==> src/rtl/pwm_pkg.sv <==
// Shared definitions for the PWM duty-cycle path: default word width and the
// responder FSM state encoding.
package pwm_pkg;

    // Default duty-cycle width, also used by pwm_controller and pwm_dac.
    localparam int BUS_WIDTH = 12;

    // Responder handshake states.
    typedef enum logic [1:0] {
        IDLE    = 2'd0,
        CAPTURE = 2'd1,
        ACK     = 2'd2
    } rx_state_t;

endpackage

==> src/rtl/sync_bit.sv <==
// N-stage single-bit synchronizer with asynchronous reset. Used for the
// incoming req level here and for the returning ack level on the initiator.
module sync_bit #(
    parameter int STAGES = 2
) (
    input  logic clk,
    input  logic rst,
    input  logic d,
    output logic q
);

    logic [STAGES-1:0] chain;

    // Shift the asynchronous level through the flop chain; stage 0 is the
    // only flop that may go metastable.
    always_ff @(posedge clk or posedge rst) begin
        if (rst) begin
            chain <= '0;
        end else begin
            chain <= {chain[STAGES-2:0], d};
        end
    end

    assign q = chain[STAGES-1];

endmodule

==> src/rtl/pwm_handshake_rx.sv <==
// Responder end of the four-phase req/ack duty-cycle transfer, running in the
// PWM clock domain. req is synchronized; duty_cycle is sampled only once the
// synchronized req proves it has been held stable.
//
// Handshake: the initiator raises req with duty_cycle held stable, this block
// answers with ack=1 after capturing, the initiator drops req, and this block
// drops ack. A new request is only accepted once the block is back in IDLE.
module pwm_handshake_rx
    import pwm_pkg::*;
#(
    parameter int BUS_WIDTH   = pwm_pkg::BUS_WIDTH,
    parameter int SYNC_STAGES = 2,
    parameter int CNT_WIDTH   = 16
) (
    input  logic                 clk,
    input  logic                 rst,
    input  logic                 req,
    input  logic [BUS_WIDTH-1:0] duty_cycle,
    input  logic                 err_clr,
    output logic                 ack,
    output logic [BUS_WIDTH-1:0] pwm_duty_cycle,
    output logic                 update,
    output logic [CNT_WIDTH-1:0] xfer_count,
    output logic                 protocol_err,
    output rx_state_t            dbg_state
);

    localparam logic [CNT_WIDTH-1:0] CNT_ONE = {{(CNT_WIDTH-1){1'b0}}, 1'b1};

    logic      req_s;
    rx_state_t state_q;
    rx_state_t state_d;
    logic      capture_en;
    logic      err_set;
    logic      cnt_inc;

    sync_bit #(
        .STAGES (SYNC_STAGES)
    ) u_req_sync (
        .clk (clk),
        .rst (rst),
        .d   (req),
        .q   (req_s)
    );

    // Next-state decode and the one-cycle action strobes for each state.
    always_comb begin
        state_d    = state_q;
        capture_en = 1'b0;
        err_set    = 1'b0;
        cnt_inc    = 1'b0;
        case (state_q)
            IDLE: begin
                if (req_s) begin
                    state_d = CAPTURE;
                end
            end
            CAPTURE: begin
                if (req_s) begin
                    capture_en = 1'b1;
                    state_d    = ACK;
                end else begin
                    // Request withdrawn before we answered: flag it, keep old word.
                    err_set = 1'b1;
                    state_d = IDLE;
                end
            end
            ACK: begin
                if (!req_s) begin
                    cnt_inc = 1'b1;
                    state_d = IDLE;
                end
            end
            default: begin
                state_d = IDLE;
            end
        endcase
    end

    // State register; ack is decoded from the next state so it comes straight
    // from a flop and is high exactly while the state is ACK.
    always_ff @(posedge clk or posedge rst) begin
        if (rst) begin
            state_q <= IDLE;
            ack     <= 1'b0;
        end else begin
            state_q <= state_d;
            ack     <= (state_d == ACK);
        end
    end

    // Capture register and its single-cycle update strobe.
    always_ff @(posedge clk or posedge rst) begin
        if (rst) begin
            pwm_duty_cycle <= '0;
            update         <= 1'b0;
        end else begin
            update <= capture_en;
            if (capture_en) begin
                pwm_duty_cycle <= duty_cycle;
            end
        end
    end

    // Completed-transfer counter; wraps silently.
    always_ff @(posedge clk or posedge rst) begin
        if (rst) begin
            xfer_count <= '0;
        end else if (cnt_inc) begin
            xfer_count <= xfer_count + CNT_ONE;
        end
    end

    // Sticky protocol error; a set in the same cycle as a clear wins.
    always_ff @(posedge clk or posedge rst) begin
        if (rst) begin
            protocol_err <= 1'b0;
        end else if (err_set) begin
            protocol_err <= 1'b1;
        end else if (err_clr) begin
            protocol_err <= 1'b0;
        end
    end

    assign dbg_state = state_q;

endmodule

==> config.mk <==
export PLATFORM = sky130hd
export DESIGN_NAME = pwm_handshake_rx
export DESIGN_NICKNAME = d
export VERILOG_FILES = /design/src/rtl/pwm_pkg.sv /design/src/rtl/sync_bit.sv /design/src/rtl/pwm_handshake_rx.sv
export SDC_FILE = /design/constraint.sdc
export NUM_CORES = 1
export LEC_CHECK = 0
export BUFFER_PORTS_ARGS = -buffer_cell sky130_fd_sc_hd__buf_2
export CORE_MARGIN = 3
export CORE_UTILIZATION = 39
export CTS_CLUSTER_DIAMETER = 40
export DETAILED_ROUTE_END_ITERATION = 16
export PLACE_DENSITY = 0.74
export SETUP_SLACK_MARGIN = 0.05
export SLEW_MARGIN = 20
export SYNTH_ARGS = -nofsm -noshare
export SYNTH_HDL_FRONTEND = slang
export SYNTH_SLANG_ARGS = --single-unit
==> constraint.sdc <==
create_clock -name clk -period 1.6 [get_ports clk]
set_input_delay 0.48 -clock clk [delete_from_list [all_inputs] [get_ports clk]]
set_output_delay 0.48 -clock clk [all_outputs]
set_load 0.02 [all_outputs]
Word level (Yosys, flattened, before mapping)
Index checks and enable logic that the tools add are counted.
{"block": "op_classes", "reduce_logical": 2, "n_div": 0, "shift": 0, "n_eq_ne": 3, "muxes": 11, "magnitude_cmp": 0, "add_sub_neg": 1, "bitwise": 0, "multipliers": 0}
{"op": "$add 16x1->16 const B", "n": 1}
{"op": "$mux 1", "n": 7}
{"op": "$mux 2", "n": 3}
{"op": "$pmux 2 s3", "n": 1}
{"op": "$eq 2x2->1 const B", "n": 2}
{"op": "$eq 2x1->1 const B", "n": 1}
{"op": "$logic_not 2->1", "n": 1}
{"op": "$reduce_bool 2->1", "n": 1}
{"block": "word_totals", "romBits": 0, "mem_count": 0, "mem_bits_rw": 0, "reg_bits": 35, "inputBits": 16, "latch_bits": 0, "output_inout_bits": 33}

Logic depth before layout (Yosys ltp)
Gate-level depths: netlist of the first run.
{"block": "depth", "ltp_word": 3, "depth_mapped": 5, "ltp_nobuf": 5}

Modules after synthesis
Synthesis of the first run repeated with hierarchy kept, for this count alone.
{"block": "hier_totals", "hier_cells": 127, "hier_area_um2": 1407.6}
{"module": "pwm_handshake_rx", "seq_area_each_um2": 825.8, "area_each_um2": 1353.8, "n_inst": 1, "cells_each": 124}
{"module": "sync_bit", "seq_area_each_um2": 50.0, "area_each_um2": 53.8, "n_inst": 1, "cells_each": 3}

Worst setup path before layout of the first run
OpenSTA, ideal clock, no wires.
{"block": "synth_path", "kind": "flip-flop to flip-flop", "from": "register state_q[1] (netlist: dbg_state[1])", "to": "register xfer_count[10]", "setup_time_ns": 0.076, "t_arrival_ns": 1.478, "n_path_buf": 0, "slack_ns": 0.045, "path_stages_with_launch": 5, "cell_sequence": "dfrtp_1 nor3b_4 and4_4 and4_4 xor2_2"}
{"block": "synth_between", "elab_chain_cells": 2}
{"element": "start, declared", "line": "pwm_handshake_rx.sv:31", "text": "rx_state_t state_q;"}
{"element": "start signal, assigned", "line": "pwm_handshake_rx.sv:87", "text": "state_q <= state_d;"}
{"element": "$eq 2x2->1", "line": "pwm_handshake_rx.sv:52", "text": "case (state_q)"}
{"element": "$mux 1", "line": "pwm_handshake_rx.sv:52"}
{"element": "end signal, assigned", "line": "pwm_handshake_rx.sv:110", "text": "xfer_count <= xfer_count + CNT_ONE;"}
{"element": "end, declared", "line": "pwm_handshake_rx.sv:23", "text": "output logic [CNT_WIDTH-1:0] xfer_count,"}
No other way between the ends.
A chain may end at the register's enable or synchronous reset.

Final worst setup path of the first run
{"block": "layout_path", "from": "register state_q[0] (netlist: dbg_state[0])", "to": "register xfer_count[10]"}
The elaborated chain is that of the path after synthesis.

==> results list, run 1 <==
- The final route contains 1067 vias.
* Max capacitance violation total: 0
- Post-Place Worst Slack: 102 ps
* Placeable core region: 0.00342 mm2
- Setup repair after global routing missed its margin: true
- Net count after synthesis: 142
* Number of standard-cell rows in the floorplan: 21
- After synthesis, the share of flip-flops with an asynchronous set or reset is 1.00.
- Clock transition time at the flip-flop clock pins of the worst setup and hold paths: 110 ps
* Wirelength per Cell: 12.5 um
- The later pin in the worst-skew pair is clocked with a latency of 330 ps.
- For the worst setup path, the data arrival time is 1810 ps.
- Wire length reported by the detailed router: 2.86 mm
- Counting cells, the worst reg-to-reg path comes to 4.
* DRC: 0
* Setup_tns: 0 ps
* Final clock period utilization by the worst path: 0.974
- Largest fanout of any net on the critical path: 6
- At the pin with the least slew margin, the transition time is 378 ps.
* CTS-repair resized insts: 0
- Most common cell after layout, fill and taps aside: buf_2
* DRC violation total after the first TritonRoute iteration: 42
* Type of element capturing the critical path: register
* Dominant register cell in the synthesized netlist: dfrtp_1
* Num ports: 49
- The detail route stage leaves a number of antenna-violating nets equal to 0.
- STA classifies the critical path startpoint as a register.
- Hold buffer count at cts: 0
* Highest clock frequency the design can meet: 642 MHz
- Total half-perimeter wirelength after legalization and detailed placement: 2.22 mm
- Counting flops with a built-in enable in the synthesized netlist gives 0.
- Compared with the post-synthesis result, the final layout area differs by 29.4%.
* Worst R2R Setup Slack: 40 ps
- Worst VDD drop: 0.715 mV
- TritonCTS Buffers: 5
* Number of setup violations in the final report: 0
- After detailed routing, the number of vias per cell comes to 4.66.
- Chip Width: 66.1 um
* Post-Synthesis Cell Area: 0.00141 mm2
* Overflow after GRT: 0
- The number of antenna diodes in the final layout is 0.
- Root buf cell: clkbuf_4
- Fin worst setup slack: 42.1 ps
- Critical R2R Launch: dbg_state[0]
- Tightest slew margin relative to the limit: 0.748
- Worst endpoint required time: 1850 ps
- After clock tree synthesis, the setup repair step added 0 buffers.
* Final standard cell area without fillers: 0.00182 mm2
* Avg Inst Size Synth: 11.3 um2
* Share of synthesized area occupied by flip-flops and latches: 0.623
- Gr usage total: 0.155
- Clock tree from TritonCTS: built
- Synthesis instantiated 25 different standard cells from the library.
- Entering global routing, the biggest net connects 15 pins.
- In this run the static leakage power is 1.02 nW.
- The final count of hold timing violations came to 0.
- Iteration count of the initial detailed-routing pass: 4
* Number of flip-flops and latches in the synthesized netlist: 35
- Critical path startpoint: dbg_state[0]
- Worst reg2reg endpoint: xfer_count[10]
* Class of the worst hold path: in2async
* Depth of the CTS H-tree: 2
- Clock tree synthesis found a total of 35 sinks.
- Critical path class: reg2reg
- Post-Syn Instances: 125
- In this run the power density over the cells is 1260 mW/mm2.
- Die span in y: 66.1 um
- Initial antenna violation count: 0
* Initial core utilization: 0.412
* Post-layout nets: 199
- Input and output buffers added on the ports amount to 48.
* Time the final worst path needs with I/O delays and setup: 1560 ps
* Result of the run: completed
* Share of final-layout standard cells stronger than drive strength 1: 0.388
- On the final layout, the worst clock skew is 17.0 ps.
- The via count of the first global-routing pass was 1099.
* Area enclosed by the die boundary: 0.00436 mm2
- After filler insertion, the fill cell instance count of the layout stands at 337.
- After detailed placement, the total cell area comes to 0.00173 mm2.
* Buffer depth of the longest clock path: 2
- The first global-routing pass estimated 5.05 mm of wire.
- Final Slew Violations: 0
* Commonest non-fill, non-tap cells in the layout: buf_2, nand2_1, dfrtp_1
- Measured on the finished design, the core utilization comes to 0.533.
- The congestion estimate from routability-driven global placement came to 0.771.
- Yosys synthesis warning count: 0
==> critical path, stage by stage (launching register included) <==
cell     delay (ps)
dfrtp_2         470
nor3b_4         350
and4_4          310
and4_4          240
xor2_2          120
==> metrics by stage <==
| step | power, mW | std cells | hold slack (ps) |
|---|---|---|---|
| 6_report | 2.29 | 229 | 99.9 |
| 5_1_grt | 2.45 | 229 | 125 |
| 4_1_cts | 2.32 | 229 | 98.6 |
| 3_5_place_dp | 1.77 | 221 | 346 |
| 3_3_place_gp | 1.73 | 221 | 332 |
| 2_1_floorplan | 1.52 | 125 | 331 |
==> routing by layer <==
layer | up-vias | routed length (um) | track usage
met5 | - | 0 | 0
met4 | 0 | 39 | 0.0533
met3 | 4 | 245 | 0.0612
li1 | 514 | - | -
met1 | 510 | 1180 | 0.176
met2 | 39 | 1390 | 0.264
==> flip-flops by register name, indices dropped and copies added, names as in the netlist <==
register / flops
dbg_state: 2
u_req_sync.chain: 2
pwm_duty_cycle: 12
protocol_err: 1
xfer_count: 16
update: 1
ack: 1
==> power by group <==
part	leakage [nW]	switching, mW	internal (mW)
clock network	0.0375	0.289	0.257
registers	0.450	0.122	1.04
logic	0.533	0.374	0.214
total	1.02	0.785	1.51
==> kinds of logic (layout without fill, tap and decap cells) <==
kind of cell / Yosys count / count (layout) / share of synthesized area
AOI/OAI and AO/OA: 3 / 3 / 0.0151
xor gates and xnor gates: 15 / 15 / 0.0988
adders and majority gates: 1 / 1 / 0.00890
buffers and inverters: 5 / 63 / 0.0133
DFF: 35 / 35 / 0.623
muxes: 1 / 1 / 0.00801
and+or+nand+nor: 65 / 65 / 0.233
==> layout make-up <==
class	count	area, um2	share of cell area
clock buffer	7	65.1	0.0358
clock inverter	1	7.51	0.00413
inverter	3	11.3	0.00619
multi-input combinational	85	527	0.290
sequential	35	881	0.484
tap	46	57.6	0.0316
timing repair buffer	52	270	0.149
==> synth_stat cells, types with 2 or more instances <==
cell type / instances / area [um2]
inv_1: 3 / 11.3
and3_1: 3 / 18.8
xnor2_1: 9 / 78.8
nand2b_1: 2 / 12.5
and4_4: 2 / 22.5
a21boi_0: 2 / 15.0
clkbuf_1: 2 / 7.51
nand3_1: 4 / 20.0
nor2_1: 3 / 11.3
nand2_1: 42 / 158
dfrtp_1: 35 / 876
xor2_1: 5 / 43.8
==> how the worst max path moves through the flow <==
stage,to,cells after the start
2_1_floorplan,xfer_count[10],4
5_1_grt,xfer_count[10],4
3_3_place_gp,xfer_count[10],4
3_5_place_dp,xfer_count[15],4
4_1_cts,dbg_state[0],1
6_report,xfer_count[10],4
Power figures use the tool's default switching activity.
==> run 2: changes to the inputs <==
--- a/config.mk
+++ b/config.mk
@@ -6,12 +6,12 @@
 export NUM_CORES = 1
 export LEC_CHECK = 0
 export BUFFER_PORTS_ARGS = -buffer_cell sky130_fd_sc_hd__buf_2
+export CAP_MARGIN = 25
 export CORE_MARGIN = 3
 export CORE_UTILIZATION = 39
 export CTS_CLUSTER_DIAMETER = 40
 export DETAILED_ROUTE_END_ITERATION = 16
 export PLACE_DENSITY = 0.74
-export SETUP_SLACK_MARGIN = 0.05
 export SLEW_MARGIN = 20
 export SYNTH_ARGS = -nofsm -noshare
 export SYNTH_HDL_FRONTEND = slang
==> run 2 against run 1 <==
Register-to-register slack gained 130 ps. Combinational power shrank 2%. Sequential power is essentially flat. Critical path type is now reg2out. Largest power group unchanged. Highest routed layer unchanged.
==> results list, run 2 (same netlist as run 1, synthesis figures left out) <==
- The flow ran to the end, and the final reports show no timing, DRC or antenna violations.
* Post-CTS Repair Setup Buffers: 0
* RePlAce Congestion: 0.751
- For this design the static power due to leakage is 1.01 nW.
- Placed instance count: 220
- Setup repair after global routing left no endpoint under its margin.
- Across the whole layout, storage elements account for 876 um2.
- Tightest slew margin relative to the limit: 0.709
- The longest clock path from root to sink contains 2 buffers.
- Largest fanout of any net on the critical path: 6
- Worst Skew: 5.79 ps
* Num ports: 49
* Number of setup violations in the final report: 0
- For this run, the slowest stage of the critical path takes 480 ps.
- Share of final-layout standard cells stronger than drive strength 1: 0.363
- The initial utilization of the core area, before any placement, comes to 0.412.
- Vias in the first global route: 1109
- After global routing the overflow that remains totals 0.
- Setup_tns: 0 ps
- Antenna diode count: 0
- Critical path class: reg2out
- Delay-heaviest family, CP: flip-flops
- The die covers 0.00436 mm2.
- Cell type of the slowest stage on the worst timing path: dfrtp_1
- Antenna-violating nets left: 0
- CP cell instances: buf_2
* DRC violation total after the first TritonRoute iteration: 42
- Clock tree from TritonCTS: built
- Wirelength per Cell: 12.1 um
* Routed via count: 1071
- Fin worst setup slack: 87.3 ps
* Root buf cell: clkbuf_4
- For this run, the post-layout net count is 198.
- Tightest Pin Transition: 437 ps
- Post-route non-filler standard cell count: 228
* Iteration count of the initial detailed-routing pass: 4
- Commonest non-fill, non-tap cells in the layout: buf_2, nand2_1, dfrtp_1
* Area occupied by multi-input gates: 512 um2
- Total half-perimeter wirelength after legalization and detailed placement: 2.00 mm
- Flip-flop count of the largest register after layout: 16
- Initial antenna violation count: 0
* Largest net degree at the start of global routing: 36
- From bottom edge to top edge, the die measures 66.1 um.
- In this run the worst hold path is classified as in2async.
- Depth of the CTS H-tree: 2
* Clock insertion delay at the later pin of the skew report: 340 ps
* Max capacitance violation total: 0
* Highest clock frequency the design can meet: 661 MHz
- Hold timing on the final database bottoms out at a slack of 204 ps.
- Wire length reported by the detailed router: 2.77 mm
* Time the final worst path needs with I/O delays and setup: 1510 ps
* Number of fill cells in the layout: 333
- Critical R2R Launch: u_req_sync.chain[1]
* Worst VDD drop: 0.707 mV
- From synthesis to final layout, the design area changed by 29.7%.
* CTS-repair resized insts: 0
* Final Slew Violations: 0
* Number of buffers inserted by port buffering: 48
* Hold violation total from the final report: 0
- WP buf/inv: 1
* TritonCTS Buffers: 5
* Design Power: 2.53 mW
- Data on the critical path arrives at its endpoint at 1030 ps.
- STA classifies the critical path startpoint as a register.
- The library cell used most frequently in the layout, excluding fill and tap cells, is buf_2.
- Clock Sink Count: 35
- At the worst endpoint, the required time is 1120 ps.
* Critical path startpoint: dbg_state[0]
* Number of standard-cell rows in the floorplan: 21
* Power density relative to cell area: 1390 mW/mm2
* Type of element capturing the critical path: primary output
* Placeable core region: 0.00342 mm2
* Wire length of the first global-routing pass: 4.85 mm
- OpenSTA, run right after detailed placement, puts the worst setup slack at 172 ps.
- Chip Width: 66.1 um
- Dividing the detail-routed via count by the number of cells gives 4.70.
* Final clock period utilization by the worst path: 0.945
- Reg with most FFs: xfer_count
* Clock transition time at the flip-flop clock pins of the worst setup and hold paths: 110 ps
* Gr usage total: 0.149
* Registers with the most flip-flops: xfer_count (16), pwm_duty_cycle (12)
* Hold buffer count at cts: 0
* DRC: 0
run 2: cell count changes in the layout (fill, tap and decap cells not counted):
cell	before	now
dfrtp_1	31	35
dfrtp_2	4	0
bufinv_16	0	2
clkbuf_8	2	0
buf_4	4	3
nand4_2	0	1
nand4_4	1	0
nor3_2	0	1
nor3_4	1	0
run 2: final cells by class:
class,instances,area share
flip-flops and latches,35,0.480
multi-input cells,85,0.281
repair buffers,51,0.144
clock inverters,3,0.0370
well taps,46,0.0316
clock buffers,5,0.0206
inverters,3,0.00617
run 2: layer usage:
| metal | share of wire | wire length, um | track usage |
|---|---|---|---|
| met3 | 0.099 | 275 | 0.0680 |
| met4 | 0.015 | 42 | 0.0533 |
| met5 | 0 | 0 | 0 |
| met2 | 0.47 | 1290 | 0.240 |
| met1 | 0.42 | 1150 | 0.174 |
run 2: path summary, 6_finish.rpt:
| kind | to | slack (ps) | cells after the start |
|---|---|---|---|
| setup / recovery | dbg_state[0] | 90 | 1 |
| hold / removal | xfer_count[2] | 200 | 3 |
| setup reg to reg | xfer_count[6] | 170 | 5 |
| hold reg to reg | u_req_sync.chain[1] | 360 | 0 |
| max in group asynchronous | pwm_duty_cycle[0] | 1080 | 3 |
| min in group clk | u_req_sync.chain[0] | 240 | 1 |
run 2: through the flow:
| stage | util | area [um2] |
|---|---|---|
| finish | 0.534 | 1820 |
| global route | 0.534 | 1820 |
| CTS | 0.534 | 1820 |
| detailed placement | 0.503 | 1720 |
| global placement | 0.503 | 1720 |
| floorplan | - | 1410 |
run 2: power breakdown:
part	internal (mW)	switching, mW
combinational	0.208	0.369
clock	0.486	0.315
sequential	1.03	0.115
==> run 3: changes to the inputs <==
--- a/config.mk
+++ b/config.mk
@@ -15,4 +15,5 @@
 export SLEW_MARGIN = 20
 export SYNTH_ARGS = -nofsm -noshare
 export SYNTH_HDL_FRONTEND = slang
+export SYNTH_HIERARCHICAL = 1
 export SYNTH_SLANG_ARGS = --single-unit
==> run 3 against run 2 <==
Synthesized cell count grew 1.6%. Via count shrank 2.1%. Utilization decreased by 0.22 points. Non-clock buffer count increased by 1. Worst hold slack gained 39 ps. Sequential cell count is the same. Clock power decreased by 17%. Clock-buffer cell count increased by 1. Critical endpoint unchanged.
==> results list, run 3 <==
* Result of the run: completed
- For this block, the routed nets add up to 2.56 mm of wire.
* Internal power: 1.61 mW
* Number of synthesized flops with an enable pin: 0
* CP startpoint kind: register
- Iteration count of the initial detailed-routing pass: 4
- At the pin with the least slew margin, the transition time is 397 ps.
- Placeable core region: 0.00342 mm2
- The die covers 0.00437 mm2.
- Of all cell types, the one taking the most synthesized area is dfrtp_1.
* Post-Place Worst Slack: 151 ps
* Avg Inst Size Synth: 11.1 um2
- The worst path meets setup with 98.2 ps of slack.
* Wire length of the first global-routing pass: 4.43 mm
- Of the cells placed in the final design, the portion with a size suffix greater than 1 is 0.346.
- The largest individual stage delay along the critical path comes from the cell dfrtp_1.
* Clock transition time at the flip-flop clock pins of the worst setup and hold paths: 110 ps
* Post-CTS Repair Setup Buffers: 0
* Drt via density: 4.54
* Worst reg2reg endpoint: xfer_count[15]
- The initial utilization of the core area, before any placement, comes to 0.412.
- At the end of the flow, the number of nets in the layout was 201.
- Synthesis produced 127 cells.
- TritonCTS created 5 clock buffers.
- CTS-repair resized insts: 0
- In this run the vertical extent of the chip is 66.1 um.
- Proportion of total power due to net switching: 0.323
- Together, buffers and inverters on the worst path number 1.
- Wirelength per Cell: 11.1 um
* Number of standard-cell rows in the floorplan: 21
* Depth of the CTS H-tree: 2
- From synthesis to final layout, the design area changed by 29.1%.
- Critical R2R Launch: dbg_state[0]
- Final clock period utilization by the worst path: 0.939
* Top-area cell type share of the netlist area: 0.622
* Hold Worst Slack: 244 ps
* Leakage power summed over all cells: 1.01 nW
- Buffers inserted to repair hold after CTS numbered 1.
* Critical path class: reg2out
* Gr usage total: 0.134
* Vias in the first global route: 977
- nand2_1 is the most common cell in the netlist.
* Antenna-violating nets left: 0
* Worst Skew: 4.93 ps
- Net switching power of the design: 0.770 mW
* Final Slew Violations: 0
- Counting flops per register, the top entry is xfer_count.
* Time the final worst path needs with I/O delays and setup: 1500 ps
- Post-synth cell types: 24
* Max capacitance violation total: 0
- Top cells by count, synth: nand2_1, dfrtp_1, xnor2_1
- The number of nets handed over by synthesis was 144.
- After detailed routing, the number of remaining DRC violations is 0.
- Yosys synthesis warning count: 6
- The tree is rooted in a clkbuf_4.
- The path class of the tightest hold or removal check is in2reg.
- Worst R2R Setup Slack: 140 ps
* Most common cell after layout, fill and taps aside: buf_2
- Clock tree from TritonCTS: built
* Post-Synthesis Cell Area: 0.00141 mm2
* Worst endpoint required time: 1120 ps
- Number of buffers inserted by port buffering: 48
- In the synthesized netlist the dominant register cell turns out to be dfrtp_1.
* Clock network power share: 0.277
* Worst R2R Path Depth: 4
- Registers with the most flip-flops: xfer_count (16), pwm_duty_cycle (12)
* Ranking of synthesized cells by area: dfrtp_1, nand2_1, xnor2_1
* Cell depth of the worst setup path: 1
- Share of async-settable or async-resettable flops after synthesis: 1.00
* Initial antenna violation count: 0
* Flip-flop count of the largest register after layout: 16
- In this run, synthesis produced a sequential element count of 35.
- In the layout the commonest cells are buf_2, nand2_1, dfrtp_1.
- The first routing iteration left 34 violations.
- In this run the worst setup path terminates at dbg_state[0].
- Of all nets on the critical path, the largest fanout is 6.
- The critical path starts at dbg_state[0].
- For this run, the register share of the synthesized area comes to 0.622.
- RePlAce Congestion: 0.765
- Antenna diode count: 0
* Largest net degree at the start of global routing: 34
* Utilization after layout: 0.532
- Hold violation total from the final report: 0
* Number of setup violations in the final report: 0
- In this design, the largest share of critical-path delay is due to flip-flops.
- Buffer depth of the longest clock path: 2
- Setup repair after global routing left no endpoint under its margin.
* Delay of the slowest cell on the worst path: 480 ps
- Chip Width: 66.1 um
- Highest clock frequency the design can meet: 666 MHz
- Leaving out filler cells and counting taps, the final layout contains 231.
- CP Data Arrival Time: 1020 ps
- Num ports: 49
- The worst pin sits at a relative slew slack of 0.735.
- Overflow after GRT: 0
- The worst setup path is captured at a primary output.
* Logic gate share of total power: 0.241
- Power spread over the standard cell area amounts to 1310 mW/mm2.
- The worst-case IR drop observed on VDD is 0.694 mV.
- Clock latency on the worst-skew pair, taken at its later pin, is 330 ps.
- Across all layers, the routed design uses 1048 vias.
- CP cell instances: buf_2
* Startpoint of the tightest hold check path: req
- Total half-perimeter wirelength after legalization and detailed placement: 1.92 mm
- Setup_tns: 0 ps
- Placed instance count: 222
- Clock Sink Count: 35
* Number of fill cells in the layout: 302
- Sequential power share: 0.482
[run 3: changes by cell type in the layout (fill, tap and decap cells not counted), moves of 2 or more]
cell,before,now
inv_1,3,5
nand4_1,1,3
nand3_1,4,2
and4_4,2,0
[run 3: worst min-delay path by stage]
stage	endpoint	slack [ps]	depth (start not counted)
floorplan	u_req_sync/chain[0]	220	1
global placement	u_req_sync/chain[1]	330	0
detailed placement	u_req_sync/chain[1]	340	0
CTS	u_req_sync/chain[0]	230	1
global route	u_req_sync/chain[0]	220	1
finish	u_req_sync/chain[0]	240	1
[run 3: logic make-up (layout without fill, tap and decap cells)]
logic type,Yosys count,after routing,synth area share
xor+xnor,15,15,0.0933
fa+ha+maj,1,1,0.00889
mux,1,1,0.00800
compound gates,3,3,0.0151
buf+inv,7,65,0.0187
simple gates,65,65,0.234
flops,35,35,0.622
[run 3: final cells by class]
cell class / count / area, um2 / area share
Inverter: 5 / 18.8 / 0.0103
Sequential cell: 35 / 876 / 0.482
Tap cell: 46 / 57.6 / 0.0317
Timing Repair Buffer: 52 / 273 / 0.150
Clock inverter: 2 / 35.0 / 0.0193
Clock buffer: 6 / 51.3 / 0.0282
Multi-Input combinational cell: 85 / 505 / 0.278
[run 3: per-stage QoR]
stage	area (um2)	power [mW]
6_report	1820	2.38
3_5_place_dp	1720	1.75
5_1_grt	1820	2.53
2_1_floorplan	1410	1.52
3_3_place_gp	1720	1.74
4_1_cts	1820	2.42
[run 3: power groups by stage]
stage	combinational, mW	clock [mW]	sequential, mW
after floorplan	0.176	0	1.34
after global placement	0.572	0	1.17
after detailed placement	0.586	0	1.16
after CTS	0.584	0.682	1.15
after global routing	0.636	0.719	1.18
final	0.573	0.661	1.15
[run 3: layer usage]
metal  share of wire  vias up  track usage
met2            0.47       39        0.214
met4           0.012        0       0.0533
met5               0        -            0
met3           0.072        5       0.0408
li1                -      524            -
met1            0.45      480        0.170
